File: src/rtl/doc_uart_sequencer_pkg.sv
// Shared definitions for the document-to-UART sequencer: document geometry,
// special characters and the sequencer state encoding.
package doc_uart_sequencer_pkg;

  localparam int DOC_ROWS   = 16;
  localparam int DOC_COLS   = 32;
  localparam int DOC_ADDR_W = 9;

  localparam logic [7:0] EOL_CHAR   = 8'h0A;
  localparam logic [7:0] BLANK_CHAR = 8'h20;

  typedef enum logic [2:0] {
    IDLE      = 3'd0,
    WAIT_FREE = 3'd1,
    FETCH     = 3'd2,
    LATCH     = 3'd3,
    SEND      = 3'd4,
    EOL       = 3'd5,
    CLEAR     = 3'd6,
    FINISH    = 3'd7
  } state_t;

endpackage

File: src/rtl/doc_uart_sequencer.sv
// Streams the whole character document to the UART serializer row by row,
// appending a newline per row, then optionally clears the document.
module doc_uart_sequencer #(
  parameter int                ADDR_W      = doc_uart_sequencer_pkg::DOC_ADDR_W,
  parameter int                DATA_W      = 8,
  parameter int                COLS        = doc_uart_sequencer_pkg::DOC_COLS,
  parameter int                ROWS        = doc_uart_sequencer_pkg::DOC_ROWS,
  parameter logic [DATA_W-1:0] EOL_CHAR    = doc_uart_sequencer_pkg::EOL_CHAR,
  parameter logic [DATA_W-1:0] BLANK_CHAR  = doc_uart_sequencer_pkg::BLANK_CHAR,
  parameter bit                CLEAR_AFTER = 1'b1
) (
  input  logic              clk,
  input  logic              rst,
  input  logic              send_req,
  input  logic              editor_busy,
  output logic              read_enable,
  output logic [ADDR_W-1:0] read_addr,
  input  logic [DATA_W-1:0] read_data,
  output logic [DATA_W-1:0] tx_data,
  output logic              tx_valid,
  input  logic              tx_ready,
  output logic              clear_data,
  output logic              active,
  output logic              done
);
  import doc_uart_sequencer_pkg::*;

  localparam int                COL_W     = $clog2(COLS);
  localparam logic [COL_W-1:0]  LAST_COL  = COL_W'(COLS - 1);
  localparam logic [ADDR_W-1:0] LAST_ADDR = ADDR_W'(ROWS * COLS - 1);

  function automatic logic [DATA_W-1:0] map_blank(input logic [DATA_W-1:0] d);
    return (d == '0) ? BLANK_CHAR : d;
  endfunction

  state_t            r_state;
  state_t            w_next;
  logic [ADDR_W-1:0] r_read_addr;
  logic [DATA_W-1:0] r_tx_data;
  logic              w_tx_valid;
  logic              w_accept;
  logic              w_last_col;
  logic              w_last_addr;

  assign w_accept    = w_tx_valid && tx_ready;
  assign w_last_col  = (r_read_addr[COL_W-1:0] == LAST_COL);
  assign w_last_addr = (r_read_addr == LAST_ADDR);

  always_ff @(posedge clk or posedge rst) begin
    if (rst) r_state <= IDLE;
    else     r_state <= w_next;
  end

  // Address and outgoing byte; EOL is preloaded on the accept of the last column.
  always_ff @(posedge clk or posedge rst) begin
    if (rst) begin
      r_read_addr <= '0;
      r_tx_data   <= '0;
    end else begin
      case (r_state)
        IDLE:  if (send_req) r_read_addr <= '0;
        LATCH: r_tx_data <= map_blank(read_data);
        SEND:
          if (w_accept) begin
            if (w_last_col) r_tx_data   <= EOL_CHAR;
            else            r_read_addr <= r_read_addr + 1'b1;
          end
        EOL:   if (w_accept && !w_last_addr) r_read_addr <= r_read_addr + 1'b1;
        default: ;
      endcase
    end
  end

  always_comb begin
    w_next      = r_state;
    read_enable = 1'b0;
    w_tx_valid  = 1'b0;
    clear_data  = 1'b0;
    active      = 1'b1;
    done        = 1'b0;
    case (r_state)
      IDLE: begin
        active = 1'b0;
        if (send_req) w_next = WAIT_FREE;
      end
      WAIT_FREE: if (!editor_busy) w_next = FETCH;
      FETCH: begin
        read_enable = 1'b1;
        w_next      = LATCH;
      end
      LATCH: begin
        read_enable = 1'b1;
        w_next      = SEND;
      end
      SEND: begin
        read_enable = 1'b1;
        w_tx_valid  = 1'b1;
        if (w_accept) w_next = w_last_col ? EOL : FETCH;
      end
      EOL: begin
        read_enable = 1'b1;
        w_tx_valid  = 1'b1;
        if (w_accept) begin
          if (!w_last_addr)     w_next = FETCH;
          else if (CLEAR_AFTER) w_next = CLEAR;
          else                  w_next = FINISH;
        end
      end
      CLEAR: begin
        clear_data = 1'b1;
        w_next     = FINISH;
      end
      FINISH: begin
        active = 1'b0;
        done   = 1'b1;
        w_next = IDLE;
      end
      default: w_next = IDLE;
    endcase
  end

  assign read_addr = r_read_addr;
  assign tx_data   = r_tx_data;
  assign tx_valid  = w_tx_valid;

endmodule

File: config.mk
export PLATFORM = sky130hd
export DESIGN_NAME = doc_uart_sequencer
export DESIGN_NICKNAME = d
export VERILOG_FILES = /design/src/rtl/doc_uart_sequencer_pkg.sv /design/src/rtl/doc_uart_sequencer.sv
export SDC_FILE = /design/constraint.sdc
export NUM_CORES = 1
export LEC_CHECK = 0
export ABC_AREA = 1
export CORE_MARGIN = 1.5
export CORE_UTILIZATION = 48
export DETAILED_ROUTE_END_ITERATION = 8
export PLACE_DENSITY_LB_ADDON = 0.15
export SYNTH_ARGS = -nofsm -noshare
export SYNTH_HDL_FRONTEND = slang
export SYNTH_SLANG_ARGS = --single-unit
File: constraint.sdc
create_clock -name clk -period 4 [get_ports clk]
set_input_delay 1.2 -clock clk [delete_from_list [all_inputs] [get_ports clk]]
set_output_delay 1.2 -clock clk [all_outputs]
set_load 0.01 [all_outputs]
==> metrics.cfg, run 1 <==
[worst_setup_path]
startpoint_type=register
endpoint_kind=output port
r2r_end=read_addr[5]
crit_type=register to output port
r2r_cells=13
cp.arrival_ns=2.04
cp_cell_sequence=nor2_4 -> nand2_2 -> nand2_2 -> inv_1 -> o211ai_1 -> clkdlybuf4s50_1
max_stage_delay_ns=0.56
ff2ff_setup_slack_ns=1.97
cp_num_cells=6
startpoint=r_state[0]
required_ns=2.80
cp_top_family=buffers and inverters
r2r-start=read_addr[0]
cp_common_cell=nand2_2
critPathCapture=read_enable
cpMaxStageDelayCell=clkdlybuf4s50_1
critical_path_buf_inv_count=2
cp_max_fo=9

[global_route]
grt_pass1_wl_um=4580
grtUsageTotal_pct=21.0
grt_max_degree=21
overflow=0
grt_pass1_vias=1119
antenna_found_initial=0

[yosys]
yosys-top-cells-area=dfrtp_1 (39%), nand2_1 (18%), nor2_1 (7.3%)
ys_seq_area_share_pct=38.7
synth_top_flop_cell=dfrtp_1
ys_top_cells_by_count=nand2_1 (62), nor2_1 (25), inv_1 (21)
synthMuxAreaShare_pct=0
synth_xor_xnor_area_share_pct=0.677
synth_cell_type_count=24
synth_compound_area_share_pct=6.77
synth_area_um2=1290
yosysTopAreaCell=dfrtp_1
synthCells=181
ys_async_sr_fraction_pct=100
synth-edff-count=0
synth-warning-count=0
netlist.area_leader.share_pct=38.7
avgSynthCellArea_um2=7.15
synth_adder_area_share_pct=2.90
synthSimpleGateAreaFrac_pct=40.7
yosysMostFrequentCell=nand2_1
synth.ff_latch_count=20
synth_top_family_by_area=simple AND/OR/NAND/NOR gates
synth_nets=197

[route]
vias_per_cell=5.01
drt_first_pass_iters=4
postRouteAntennaNets=0
drc=0
drt_wl_total_um=2790
num_vias=1233
drt_iter0_drc=27
wl_per_cell_um=11.3

[die]
placeableCoreArea_um2=2520
fp-row-count=18
initial_utilization_pct=51.3
die_x_um=54.9
dieArea_um2=3020
chipHeight_um=54.9
boundaryPins=35

[sta]
tns_ns=0
finClkSkew_ns=0.00297
slew_headroom_pct=50.1
finalMaxSlewViolations=0
timing.fmax_ghz=0.309
hold_viol=0
setup_viol=0
tightest_slew_ns=0.747
finalCritPeriodShare_pct=81.0
rsz0062_at_grt=no
whs_ns=0.504
period_needed_ns=3.24

[placement]
hpwl_um=2220
io_buffers=34
dp_cells=242
place.gp.congestion=0.780
placed_area_um2=1640

[clock_tree]
cts-buffers-inserted=3
post_cts_buffers=0
clk_pin_slew_ns=0.11
cts_root_buf=clkbuf_4
cts_sinks=20
hold_buffers=0
cts_resized=0
cts_tree=done
htreeDepth=1
clock_latency_ns=0.30
max-clock-path-buffers=2

[cells_and_area]
drive_gt1_share_pct=10.6
area_growth_pct=29.4
fin_nets=233
final_cells=246
final_area_um2=1670
antenna_cells=0

[worst_hold_path]
hold_path.class=register to register

[status]
outcome=completed

[power_and_ir_drop]
p_per_area_nw_per_um2=618
ir_worst_vdd_v=0.000406
finalPower_w=0.00103
p_leak_nw=0.839

[job]
drv_cap=0

-- metrics by stage --
step,utilization [%],setup WS [ns]
4_1_cts,66.4,0.754
6_report,66.4,0.759
3_3_place_gp,64.9,1.17
3_5_place_dp,64.9,1.11
2_1_floorplan,-,1.75
5_1_grt,66.4,0.646
-- area by class of cell --
cell class              count  area [µm²]
clock buffers               4        36.3
flip-flops and latches     20         500
fillers                   222         848
inverters                  25        98.8
multi-input cells         133         661
repair buffers             34         340
well taps                  30        37.5
-- layout by cell type, fill, tap and decap left out, drive strengths merged --
| cell | Yosys | layout |
|---|---|---|
| a21oi | 3 | 3 |
| clkbuf | 0 | 4 |
| clkdlybuf4s50 | 0 | 34 |
| dfrtp | 20 | 20 |
| ha | 3 | 3 |
| inv | 25 | 25 |
| nand2 | 69 | 69 |
| nand3 | 10 | 10 |
| nand3b | 4 | 4 |
| nand4 | 2 | 2 |
| nor2 | 29 | 29 |
| nor3 | 1 | 1 |
| o211ai | 1 | 1 |
| o21ai | 10 | 10 |
| xor2 | 1 | 1 |
-- worst reg2reg max path, stage by stage, from the launching register on --
cell and delay, ns:
dfrtp_1 0.46, ha_1 0.22, nand2_1 0.06, nor2_1 0.19, nand3_1 0.13, nor2_1 0.13
ha_1 0.16, nand4_1 0.14, nand2_2 0.17, inv_1 0.06, nand2_1 0.07, nor2_2 0.05
nand2_1 0.05, nand2_1 0.05
-- how the worst min path moves through the flow --
| stage | slack [ns] | depth (start not counted) | from | endpoint |
|---|---|---|---|---|
| 2_1_floorplan | 0.52 | 2 | tx_data[0] | tx_data[0] |
| 3_5_place_dp | 0.49 | 2 | tx_data[4] | tx_data[4] |
| 6_report | 0.50 | 2 | tx_data[0] | tx_data[0] |
| 5_1_grt | 0.53 | 2 | tx_data[2] | tx_data[2] |
| 3_3_place_gp | 0.47 | 2 | tx_data[4] | tx_data[4] |
| 4_1_cts | 0.51 | 2 | tx_data[0] | tx_data[0] |
-- where the power goes --
group / internal, W / total (W) / switching [W]
Sequential: 0.000267 / 0.000347 / 0.0000803
Clock: 0.0000555 / 0.000120 / 0.0000650
Combinational: 0.000255 / 0.000566 / 0.000311
Total: 0.000578 / 0.00103 / 0.000456
-- registers in the layout, indices dropped and copies added, names as in the netlist --
name / cells
read_addr: 9
tx_data: 8
r_state: 3
-- cells by family after synthesis --
kind of cell    Yosys count
simple gates            115
buf+inv                  28
flops                    20
compound gates           14
fa+ha+maj                 3
xor+xnor                  1
-- layer usage --
metal | global-route usage, % | vias up | part of all wire [%]
li1 | - | 633 | -
met1 | 27.9 | 560 | 48
met2 | 34.9 | 36 | 46
met3 | 3.49 | 4 | 5.2
met4 | 6.50 | 0 | 1.0
met5 | 0 | - | 0
Power figures use the tool's default switching activity.
==> run 2: changes to the inputs <==
CORE_UTILIZATION = 43   (was 48)
clock period = 2.8 ns   (was 4 ns; I/O delays follow)
==> metrics.cfg, run 2 (synthesized netlist as in run 1, its figures left out) <==
[sta]
rsz0062_at_grt=no
finClkSkew_ns=0.00312
hold_viol=0
tns_ns=0
finalMaxSlewViolations=0
setup_viol=0
whs_ns=0.506
tightest_slew_ns=0.278
period_needed_ns=2.55
finalCritPeriodShare_pct=91.0
timing.fmax_ghz=0.393
slew_headroom_pct=81.3

[worst_setup_path]
endpoint_kind=output port
startpoint_type=register
cpMaxStageDelayCell=clkdlybuf4s50_1
crit_type=register to output port
required_ns=1.96
cp_cell_sequence=nor2_4 -> nand2_2 -> nand2_2 -> clkdlybuf4s50_1
cp.arrival_ns=1.71
cp_max_fo=7
max_stage_delay_ns=0.57
cp_common_cell=nand2_2

[route]
drt_first_pass_iters=7
vias_per_cell=5.07
wl_per_cell_um=12.1
postRouteAntennaNets=0
drc=4
drt_wl_total_um=3030
num_vias=1273
drt_iter0_drc=31

[power_and_ir_drop]
p_per_area_nw_per_um2=893
p_leak_nw=0.866
ir_worst_vdd_v=0.000403
finalPower_w=0.00153

[die]
boundaryPins=35
dieArea_um2=3350
initial_utilization_pct=46.1
placeableCoreArea_um2=2810
chipHeight_um=57.9
die_x_um=57.9
fp-row-count=19

[global_route]
grt_pass1_wl_um=5290
antenna_found_initial=0
met3_usage_pct=2.68
busiest_layer=met2
grt_max_degree=21
overflow=0
use_met1_pct=27.0
grt_pass1_vias=1232
grtUsageMet2_pct=33.3
grtUsageTotal_pct=20.0

[clock_tree]
cts_sinks=20
max-clock-path-buffers=2
cts_tree=done
cts_root_buf=clkbuf_4
clk_pin_slew_ns=0.12
cts-buffers-inserted=3
clock_latency_ns=0.31
htreeDepth=1

[placement]
place.gp.congestion=0.862
io_buffers=34
hpwl_um=2240
dp_cells=244

[status]
outcome=finished with violations
violations=DRC

[cells_and_area]
largest_reg_flops=9
layout_common_cells=nand2_1 (62), clkdlybuf4s50_1 (33), nor2_1 (25)
final_cells=251
antenna_cells=0
drive_gt1_share_pct=13.6
final_common_cell=nand2_1
area_growth_pct=32.3
fin_nets=237

[job]
drv_cap=0

[worst_hold_path]
hold_path.class=register to register

==> run 2: cell types whose count changed in the layout (fill, tap and decap cells not counted) <==
cell and delta:
dfrtp_2 +3, buf_4 +4, clkdlybuf4s50_1 -1, dlymetal6s2s_1 +1
dfrtp_1 -3
==> run 2: layer usage <==
layer  vias to the layer above  share of wire, %
li1                        635                 -
met1                       590                47
met2                        40                46
met3                         8               4.5
met4                         0               1.8
met5                         -                 0
==> run 2: path summary, 6_finish.rpt <==
path	startpoint	endpoint	slack, ns	cells after the start
worst max register to register	read_addr[0]	read_addr[6]	0.79	13
worst min-delay path	tx_data[4]	tx_data[4]	0.51	2
min in group asynchronous	rst	r_state[1]	0.85	3
worst min register to register	tx_data[4]	tx_data[4]	0.51	2
worst max-delay path	r_state[0]	tx_valid	0.25	4
max in group asynchronous	rst	r_state[2]	1.73	3
==> run 2: through the flow <==
stage,instance area (µm²),utilization [%],setup WS [ns]
finish,1710,61.0,0.253
floorplan,1290,-,0.913
CTS,1710,60.9,0.0142
detailed placement,1650,58.7,0.236
global placement,1650,58.7,0.294
global route,1710,61.0,0.171
==> run 2: where the power goes <==
group          switching (W)  internal [W]  total (W)
clock network      0.0000967     0.0000794   0.000176
registers          0.0000997      0.000386   0.000486
logic               0.000478      0.000388   0.000866
==> run 2: layout make-up <==
cell class                 instances  area [µm²]
fill                             271        1090
multi-input combinational        133         661
tap                               31        38.8
sequential                        20         504
inverter                          25        98.8
timing repair buffer              38         373
clock buffer                       4        36.3
==> run 2: timing repair <==
item / in CTS / in global routing
pin swaps: 0 / 0
resized for setup: 3 / 1
setup endpoints to repair: 1 / 1
buffers inserted: 3 / 0
hold buffers: 0 / 0
==> run 2: critical path, delay by kind of cell (launching register included) <==
family / cells / cell delay (ns)
flip-flops: 1 / 0.47
AND/OR/NAND/NOR: 3 / 0.37
buffers and inverters: 1 / 0.57
